File: src/rtl/arb_defs_pkg.sv
// Shared definitions for the rr_arbiter8 slice: FSM state encodings and requester geometry.
package arb_defs;

   localparam int unsigned NREQ  = 8;
   localparam int unsigned IDX_W = 3;

   typedef enum logic [1:0] {
      IDLE    = 2'd0,
      GRANT   = 2'd1,
      RELEASE = 2'd2
   } arb_state_e;

endpackage

File: src/rtl/grant_dec3_8.sv
// Combinational 3:8 one-hot decode with enable; feeds the registered grant vector.
module grant_dec3_8
   import arb_defs::*;
(
   input  logic [IDX_W-1:0] id_i,
   input  logic             en_i,
   output logic [NREQ-1:0]  onehot_o
);

   always_comb begin
      onehot_o = '0;
      if (en_i) begin
         onehot_o[id_i] = 1'b1;
      end
   end

endmodule

File: src/rtl/rr_arbiter8.sv
// Eight-way round-robin arbiter with registered one-hot grant and a RELEASE dead cycle.
// Optional tenure cap on MAX_HOLD cycles is built only when ARB_TIMEOUT_EN is defined.
module rr_arbiter8
   import arb_defs::*;
#(
   parameter int unsigned MAX_HOLD = 16,
   parameter int unsigned HOLD_W   = 8
) (
   input  logic             clk,
   input  logic             rst,
   input  logic [NREQ-1:0]  req,
   output logic [NREQ-1:0]  gnt,
   output logic [IDX_W-1:0] gnt_id,
   output logic             gnt_vld,
   output logic             busy
);

   arb_state_e       state_q, state_d;
   logic [IDX_W-1:0] ptr_q, ptr_d;
   logic [IDX_W-1:0] gnt_id_q, gnt_id_d;
   logic [NREQ-1:0]  gnt_q;
   logic             gnt_vld_q;
   logic [NREQ-1:0]  dec_onehot;
   logic [IDX_W-1:0] winner;
   logic [IDX_W-1:0] scan_idx;
   logic             found;

`ifdef ARB_TIMEOUT_EN
   logic [HOLD_W-1:0] hold_q, hold_d;
`else
   logic [HOLD_W-1:0] unused_hold_cfg;
   assign unused_hold_cfg = HOLD_W'(MAX_HOLD);
`endif

   // Rotating scan: index arithmetic is IDX_W wide so ptr+k wraps 7->0 naturally.
   always_comb begin
      winner   = ptr_q;
      scan_idx = ptr_q;
      found    = 1'b0;
      for (int unsigned k = 0; k < NREQ; k++) begin
         scan_idx = ptr_q + IDX_W'(k);
         if (!found && req[scan_idx]) begin
            winner = scan_idx;
            found  = 1'b1;
         end
      end
   end

   always_comb begin
      state_d  = state_q;
      ptr_d    = ptr_q;
      gnt_id_d = gnt_id_q;
`ifdef ARB_TIMEOUT_EN
      hold_d   = hold_q;
`endif
      case (state_q)
         IDLE: begin
            if (found) begin
               state_d  = GRANT;
               gnt_id_d = winner;
            end
         end
         GRANT: begin
`ifdef ARB_TIMEOUT_EN
            hold_d = hold_q + HOLD_W'(1);
            if (!req[gnt_id_q] || (hold_q == HOLD_W'(MAX_HOLD - 1))) begin
               state_d = RELEASE;
            end
`else
            if (!req[gnt_id_q]) begin
               state_d = RELEASE;
            end
`endif
         end
         RELEASE: begin
            ptr_d   = gnt_id_q + IDX_W'(1);
            state_d = IDLE;
`ifdef ARB_TIMEOUT_EN
            hold_d  = '0;
`endif
         end
         default: state_d = IDLE;
      endcase
   end

   // Decode the next state/id so the registered grant lines up with the GRANT state.
   grant_dec3_8 u_dec (
      .id_i     (gnt_id_d),
      .en_i     (state_d == GRANT),
      .onehot_o (dec_onehot)
   );

   always_ff @(posedge clk or posedge rst) begin
      if (rst) begin
         state_q   <= IDLE;
         ptr_q     <= '0;
         gnt_id_q  <= '0;
         gnt_q     <= '0;
         gnt_vld_q <= 1'b0;
`ifdef ARB_TIMEOUT_EN
         hold_q    <= '0;
`endif
      end else begin
         state_q   <= state_d;
         ptr_q     <= ptr_d;
         gnt_id_q  <= gnt_id_d;
         gnt_q     <= dec_onehot;
         gnt_vld_q <= (state_d == GRANT);
`ifdef ARB_TIMEOUT_EN
         hold_q    <= hold_d;
`endif
      end
   end

   assign gnt     = gnt_q;
   assign gnt_id  = gnt_id_q;
   assign gnt_vld = gnt_vld_q;
   assign busy    = (state_q != IDLE);

endmodule

File: config.mk
export PLATFORM = sky130hd
export DESIGN_NAME = rr_arbiter8
export DESIGN_NICKNAME = d
export VERILOG_FILES = /design/src/rtl/arb_defs_pkg.sv /design/src/rtl/grant_dec3_8.sv /design/src/rtl/rr_arbiter8.sv
export SDC_FILE = /design/constraint.sdc
export NUM_CORES = 1
export LEC_CHECK = 0
export CORE_ASPECT_RATIO = 0.7
export CORE_MARGIN = 2
export CORE_UTILIZATION = 41
export DETAILED_ROUTE_END_ITERATION = 7
export GPL_TIMING_DRIVEN = 0
export MAX_ROUTING_LAYER = met4
export SLEW_MARGIN = 15
export SYNTH_ARGS = -nofsm -noshare
export SYNTH_HDL_FRONTEND = slang
export SYNTH_HIERARCHICAL = 1
export SYNTH_SLANG_ARGS = --single-unit
File: constraint.sdc
create_clock -name clk -period 7.1 [get_ports clk]
set_clock_uncertainty 0.15 [all_clocks]
set_input_delay 1.42 -clock clk [delete_from_list [all_inputs] [get_ports clk]]
set_output_delay 1.42 -clock clk [all_outputs]
set_load 0.02 [all_outputs]
---- Yosys cells after proc, flatten, opt, wreduce, memory -nomap -nowiden ----
Index checks and enable logic that the tools add are counted.
operators by class
  equal/unequal tests ..................... 3
  reductions and logical operators ........ 17
  $add $sub $neg .......................... 8
  order comparisons ....................... 11
  multiplexer cells ....................... 41
operator list
  operator                                             count
  < comparator 3 x 4 -> 1 bit, second input constant   10
  binary-select mux 1 bit (select 3 bit)               9
  2-to-1 mux 3 bit                                     9
  2-to-1 mux 1 bit                                     18
  adder 3 bit, second input constant                   4
  logical AND 1 bit                                    8
  2-to-1 mux 8 bit                                     1
  logical NOT 1 bit                                    7
  adder 3 x 1 -> 3 bit, second input constant          2
  adder 3 x 2 -> 3 bit, second input constant          2
  == test 2 x 1 -> 1 bit, second input constant        2
  2-to-1 mux 2 bit                                     2
  one-hot mux 2 bit (2 select lines)                   1
  demux 1 bit (select 3 bit)                           1
  >= comparator 3 x 1 -> 1 bit, second input constant  1
  == test 2 bit, second input constant                 1
  logical NOT 2 bit                                    1
  nonzero test 2 bit                                   1
word-level totals
  input port bits ......................... 10
  output and inout port bits .............. 13
  flip-flop bits (word level) ............. 17

---- Longest topological paths before layout ----
Gate-level depths: netlist (run 1).
  depth after elaboration ................. 31
  depth in mapped cells ................... 13
  gate-level depth less buffers ........... 10

---- Hierarchy ----
Netlist (run 1), hierarchy kept.
modules (own cells, without submodules)
  module        sequential area each (um2)  cells an instance  area an instance (um2)  times used
  rr_arbiter8   425.4                       154                1,605.3                 1
  grant_dec3_8  0.0                         8                  96.3                    1

---- Least setup slack after synthesis (run 1) ----
No wires, ideal clock.
  kind .................................... input to register
  start ................................... in req[3]
  end ..................................... reg gnt_q[1], in the netlist gnt[1]
  buffers on the path ..................... 0
  data arrival time ....................... 3,491 ps
  slack ................................... 3,337 ps
  stages on the path ...................... 8
  path through ............................ mux4_2 > nor2_1 > a32oi_1 > nand4bb_1 > nand2b_4 > o31a_4 > o221ai_1 > and4bb_2
between the ends
  cells in the longest elaborated chain, start to end .. 31
ends and longest elaborated chain
  item                                                                                               line                RTL
  start, declared                                                                                    rr_arbiter8.sv:11   input logic [NREQ-1:0] req,
  binary-select mux 1 bit (select 3 bit)                                                             rr_arbiter8.sv:42   if (!found && req[scan_idx]) begin
  2-to-1 mux 1 bit (implied by the code)                                                             rr_arbiter8.sv:42
  2-to-1 mux 1 bit                                                                                   rr_arbiter8.sv:42
  logical NOT 1 bit                                                                                  rr_arbiter8.sv:42
  logical AND 1 bit                                                                                  rr_arbiter8.sv:42
  2-to-1 mux 1 bit                                                                                   rr_arbiter8.sv:42
  logical NOT 1 bit                                                                                  rr_arbiter8.sv:42
  logical AND 1 bit                                                                                  rr_arbiter8.sv:42
  (+17 left out)                                                                                     -
  2-to-1 mux 3 bit (*)                                                                               rr_arbiter8.sv:56   case (state_q)
  named net gnt_id_d[1]                                                                              rr_arbiter8.sv:20   logic [IDX_W-1:0] gnt_id_q, gnt_id_d;
  < comparator 3 x 4 -> 1 bit (implied by the code) or >= comparator 3 x 1 -> 1 bit (tied branches)  grant_dec3_8.sv:13  onehot_o[id_i] = 1'b1;
  logical AND 1 bit (implied by the code)                                                            grant_dec3_8.sv:13
  2-to-1 mux 1 bit (implied by the code)                                                             grant_dec3_8.sv:13
  demux 1 bit (select 3 bit) (*)                                                                     -
  2-to-1 mux 8 bit (*)                                                                               grant_dec3_8.sv:12  if (en_i) begin
  named net dec_onehot[1]                                                                            rr_arbiter8.sv:23   logic [NREQ-1:0] dec_onehot;
  end signal, assigned                                                                               rr_arbiter8.sv:107  gnt_q <= dec_onehot;
  end, declared                                                                                      rr_arbiter8.sv:21   logic [NREQ-1:0] gnt_q;
The timed path passes the listed nets; every way through them passes the cells marked *. The select of a mux whose other input is x is not followed.
A chain may end at the register's enable or synchronous reset.

---- Worst setup path in the final report (run 1) ----
  start ................................... in req[0]
  end ..................................... reg gnt_q[7], in the netlist gnt[7]
The elaborated chain is that of the path after synthesis.

==> results.yml, run 1 <==
job:
  maxCapViolations: 0
synthesis:
  synth.largest_area_cell: "dfrtp_1"
  async_reset_ff_share_pct: 100.0
  synth_area_per_cell_sq_um: 10.50
  yosys-top-cells-area: "dfrtp_1 (25%), mux4_2 (13%), mux2i_1 (4.7%)"
  synth_ff_type: "dfrtp_1"
  syn_nets: 175
  synth-seq-area-share_pct: 25.00
  netlist.area_leader.share_pct: 25.00
  yosys_register_bits: 17
  synth_area_sq_um: 1702
  synth_cells: 162
  ys_warn_count: 6
  synth-edff-count: 0
  yosysUniqueCellTypes: 57
detailed_routing:
  ant_nets: 0
  dr.pass1.iters: 4
  drc: 0
  vias: 1456
  drt_wl_total_um: 4196
  drt-initial-drc-count: 203
  wire_per_inst_um: 17.48
  viasPerCell: 6.067
global_route:
  antenna_found_initial: 0
  grt_max_degree: 18
  grt-ovfl-total: 0
  grt_pass1_vias: 1339
  grt_pass1_wl_um: 6906
  grtUsageTotal_pct: 20.19
clock_network:
  cts_root_buf: "clkbuf_8"
  cts_tree: "yes"
  clkTransAtPathRegs_ns: 0.07
  clock_sinks: 17
  cts_resized: 0
  cts_setup_buffers: 0
  cts-buffers-inserted: 3
  clock_latency_ns: 0.25
  htreeDepth: 1
  cts_buffer_depth: 2
  hold_buffers: 0
critical_path:
  cp_max_fo: 9
  cp-start-kind: "primary input"
  critical_path_class: "primary input to flip-flop"
  required_ns: 7.14
  worst_ep_arrival_time_ns: 4.78
  critPathCaptureType: "flip-flop"
sta:
  hold_slack_ns: 0.4468
  rsz0062_at_grt: "false"
  post-route-min-period_ns: 4.741
  finalMaxSlewViolations: 0
  max_freq_ghz: 0.2109
  slew_headroom_pct: 33.04
  min_period_over_period_pct: 66.77
  setup_tns_ns: 0
  hold_viol: 0
  setup_viol: 0
  tightestPinTransition_ns: 1.001
placement:
  place.gp.congestion: 0.8630
  dp_hpwl_um: 3335
  io_buffers: 22
die:
  num_rows: 19
  die_y_um: 57.90
  io-pin-count: 23
  die_w_um: 81
  die_area_sq_um: 4690
  initial_utilization_pct: 43.12
  core_area_sq_um: 3946
final_layout:
  drive_above_1_share_pct: 22.87
  fill_cells: 367
  final_nets: 202
  syn2layout_area_growth_pct: 19.49
  antenna_cells: 0
run_status:
  status: "completed"
worst_hold_path:
  hold_class: "flip-flop to flip-flop"
cells in the mapped netlist (all sizes together), types with 4 or more instances:
library cell and number:
mux2 10, a21oi 9, o21ai 11, nor3 5, mux4 10, nand2b 4
dfrtp 17, nand2 9, mux2i 11, buf 6, nor2 9, inv 7
area by class of cell:
class | count | area (sq um) | share of cell area [%]
Multi-Input combinational cell | 128 | 1184 | 58.22
Sequential cell | 17 | 425.4 | 20.92
Timing Repair Buffer | 22 | 220.2 | 10.83
Tap cell | 52 | 65.06 | 3.200
Buffer | 8 | 58.81 | 2.892
Clock buffer | 3 | 41.29 | 2.031
Inverter | 9 | 33.78 | 1.662
Clock inverter | 1 | 5.005 | 0.2462
cell usage in the layout, fill, tap and decap left out, drive strengths merged, types with 2 or more instances in the layout:
master / count
xor2: 2
nand3: 3
a32oi: 2
buf: 6
nand2b: 4
a211oi: 2
mux4: 10
o22ai: 2
dfrtp: 17
o21bai: 2
inv: 7
nor3: 5
o21ai: 11
xnor2: 3
clkdlybuf4s50: 22
nor2: 9
nand2: 9
clkinv: 3
and4bb: 3
ha: 3
clkbuf: 5
and4b: 3
mux2: 10
o32ai: 2
mux2i: 11
a21oi: 9
worst paths after layout:
path	slack, ns	cells past startpoint	start	end
min in group asynchronous	1.39	2	rst	ptr_q[1]
max reg2reg	2.79	12	ptr_q[1]	gnt[7]
max in group asynchronous	4.99	2	rst	ptr_q[0]
max	2.36	9	req[0]	gnt[7]
min	0.45	1	state_q[0]	state_q[1]
min reg2reg	0.45	1	state_q[0]	state_q[1]
critical path, stage by stage:
cell and delay [ns]:
clkdlybuf4s50_1 0.58, mux2i_1 0.16, mux2_1 0.33, a221oi_2 0.55, nand4bb_1 0.27, nand2b_4 0.17, nor3_1 0.05, o32ai_1 0.86
and4_2 0.38
per-stage QoR:
step           cells  utilization (%)  setup WS (ns)  area, sq um
6_report         240            51.52          2.359         2033
5_1_grt          240            51.52          2.043         2033
4_1_cts          240            51.52          2.332         2033
3_5_place_dp     236            50.35          2.075         1987
3_3_place_gp     236            50.35          2.280         1987
2_1_floorplan    162                -          3.337         1702
sequential cells by signal (all words and copies together), names as in the netlist:
name     cells
gnt          8
gnt_id       3
gnt_vld      1
ptr_q        3
state_q      2
cells by family (layout without fill, tap and decap cells):
group           after synthesis  count (layout)  synth area share (%)
simple gates                 46              46                 17.79
compound gates               43              43                 18.38
mux                          31              31                 28.16
flops                        17              17                 25.00
buf+inv                      17              43                 5.442
xor+xnor                      5               5                 3.015
fa+ha+maj                     3               3                 2.206
layer usage:
layer  track usage [%]  vias up  part of all wire [%]
met5                 -        -                     0
met4             2.421        0                  0.31
met3             4.984        2                   6.6
met2             26.92       60                    44
met1             31.66      711                    49
li1                  -      683                     -
Power of run 1 is not shown: default switching activity piles up to over one toggle a cycle in this logic, so the estimate is an artifact.
==> run 2: changes to the inputs <==
==> constraint.sdc (replaced) <==
create_clock -name clk -period 4.4 [get_ports clk]
set_clock_uncertainty 0.15 [all_clocks]
set_input_delay 0.88 -clock clk [delete_from_list [all_inputs] [get_ports clk]]
set_output_delay 0.88 -clock clk [all_outputs]
set_load 0.02 [all_outputs]
==> results.yml, run 2 (synthesis gave the netlist of run 1 again) <==
clock_network:
  cts_resized: 0
  clock_sinks: 17
  hold_buffers: 0
  cts-buffers-inserted: 3
  clock_latency_ns: 0.25
  cts_buffer_depth: 2
  cts_setup_buffers: 0
  clkTransAtPathRegs_ns: 0.07
  cts_tree: "yes"
  htreeDepth: 1
  cts_root_buf: "clkbuf_8"
worst_hold_path:
  hp-start: "state_q[0]"
  hold_class: "flip-flop to flip-flop"
  hold_path_depth: 1
  hold_end: "state_q[1]"
die:
  io-pin-count: 23
  die_area_sq_um: 4690
  die_w_um: 81
  die_y_um: 57.90
  core_area_sq_um: 3946
  num_rows: 19
  initial_utilization_pct: 43.12
final_layout:
  mostFrequentLayoutCells: "clkdlybuf4s50_1 (22), dfrtp_1 (17), mux4_2 (10)"
  final_common_cell: "clkdlybuf4s50_1"
  fin_cells: 240
  fin_util_pct: 51.71
  final_nets: 202
  antenna_cells: 0
  drive_above_1_share_pct: 23.40
  largest_reg_flops: 8
  syn2layout_area_growth_pct: 19.93
detailed_routing:
  dr.pass1.iters: 4
  drt_wl_total_um: 4234
  viasPerCell: 5.979
  drt-initial-drc-count: 134
  ant_nets: 0
  wire_per_inst_um: 17.64
  drc: 0
  vias: 1435
sta:
  min_period_over_period_pct: 91.72
  slew_headroom_pct: 50.24
  hold_viol: 0
  rsz0062_at_grt: "false"
  post-route-min-period_ns: 4.035
  max_freq_ghz: 0.2478
  setup_viol: 0
  finalMaxSlewViolations: 0
  tightestPinTransition_ns: 0.7464
critical_path:
  required_ns: 4.38
  r2r_cells: 12
  cp-start-kind: "flip-flop"
  r2r_setup_slack_ns: 0.36
  critical_path_class: "flip-flop to flip-flop"
  rr_startpoint: "ptr_q[1]"
  worst_ep_arrival_time_ns: 4.02
  cp_max_fo: 10
  worstReg2RegEnd: "gnt[1]"
  critPathCaptureType: "flip-flop"
placement:
  place_inst: 236
  io_buffers: 22
  dp_hpwl_um: 3335
  place.gp.congestion: 0.8630
global_route:
  grt_max_degree: 18
  grt_pass1_vias: 1339
  grt-ovfl-total: 0
  antenna_found_initial: 0
  grt_pass1_wl_um: 6906
  grtUsageTotal_pct: 20.19
job:
  maxCapViolations: 0
run_status:
  status: "completed"
==> run 2: worst max path at each step <==
stage / start / end
CTS: ptr_q[0] / gnt[7]
floorplan: ptr_q[0] / gnt[3]
global route: ptr_q[0] / gnt[1]
finish: ptr_q[1] / gnt[1]
detailed placement: req[0] / gnt[7]
global placement: req[4] / gnt[7]
==> run 2: critical path: stages (launching register included) <==
cell and delay [ns]:
dfrtp_1 0.47, inv_1 0.20, ha_1 0.32, buf_4 0.13
buf_6 0.16, mux2i_1 0.27, mux4_2 0.35, a32oi_1 0.15
nand4bb_1 0.28, nand2b_4 0.21, o31a_4 0.31, o221ai_1 0.60
and4bb_2 0.31
==> run 2: per-layer routing <==
layer	part of all wire [%]	wire (um)	vias to the layer above	GRT usage, %
met2	44	1849	53	26.92
met3	7.4	312	4	4.984
met4	0.50	21	0	2.421
met1	48	2051	697	31.66
met5	0	0	-	-
li1	-	-	681	-
==> run 2: final cells by class <==
class,count,area [sq um]
repair buffers,22,220.2
flip-flops and latches,17,425.4
clock inverters,1,5.005
clock buffers,3,41.29
well taps,52,65.06
fillers,366,1906
multi-input cells,128,1191
inverters,9,33.78
plain buffers,8,58.81
==> run 2: metrics by stage <==
step                      area, sq um  TNS (ns)  hold slack, ns  worst slack (ns)
final                            2041         0          0.4415            0.3645
after global routing             2041         0          0.4746           0.09582
after CTS                        2033         0          0.4461           0.05925
after detailed placement         1987   -0.3209          0.4261          -0.08467
after global placement           1987         0          0.3961            0.1199
after floorplan                  1702         0          0.3781            0.8326
Power of run 2 is left out for the same reason.
==> run 3: changes to the inputs <==
--- a/config.mk
+++ b/config.mk
@@ -10,6 +10,7 @@
 export CORE_UTILIZATION = 41
 export DETAILED_ROUTE_END_ITERATION = 7
 export GPL_TIMING_DRIVEN = 0
+export HOLD_SLACK_MARGIN = 0.12
 export MAX_ROUTING_LAYER = met4
 export SLEW_MARGIN = 15
 export SYNTH_ARGS = -nofsm -noshare
==> results of run 3 <==
No change in the layout: final DEF, timing and power equal those of run 2.
Power of run 3 is left out for the same reason.
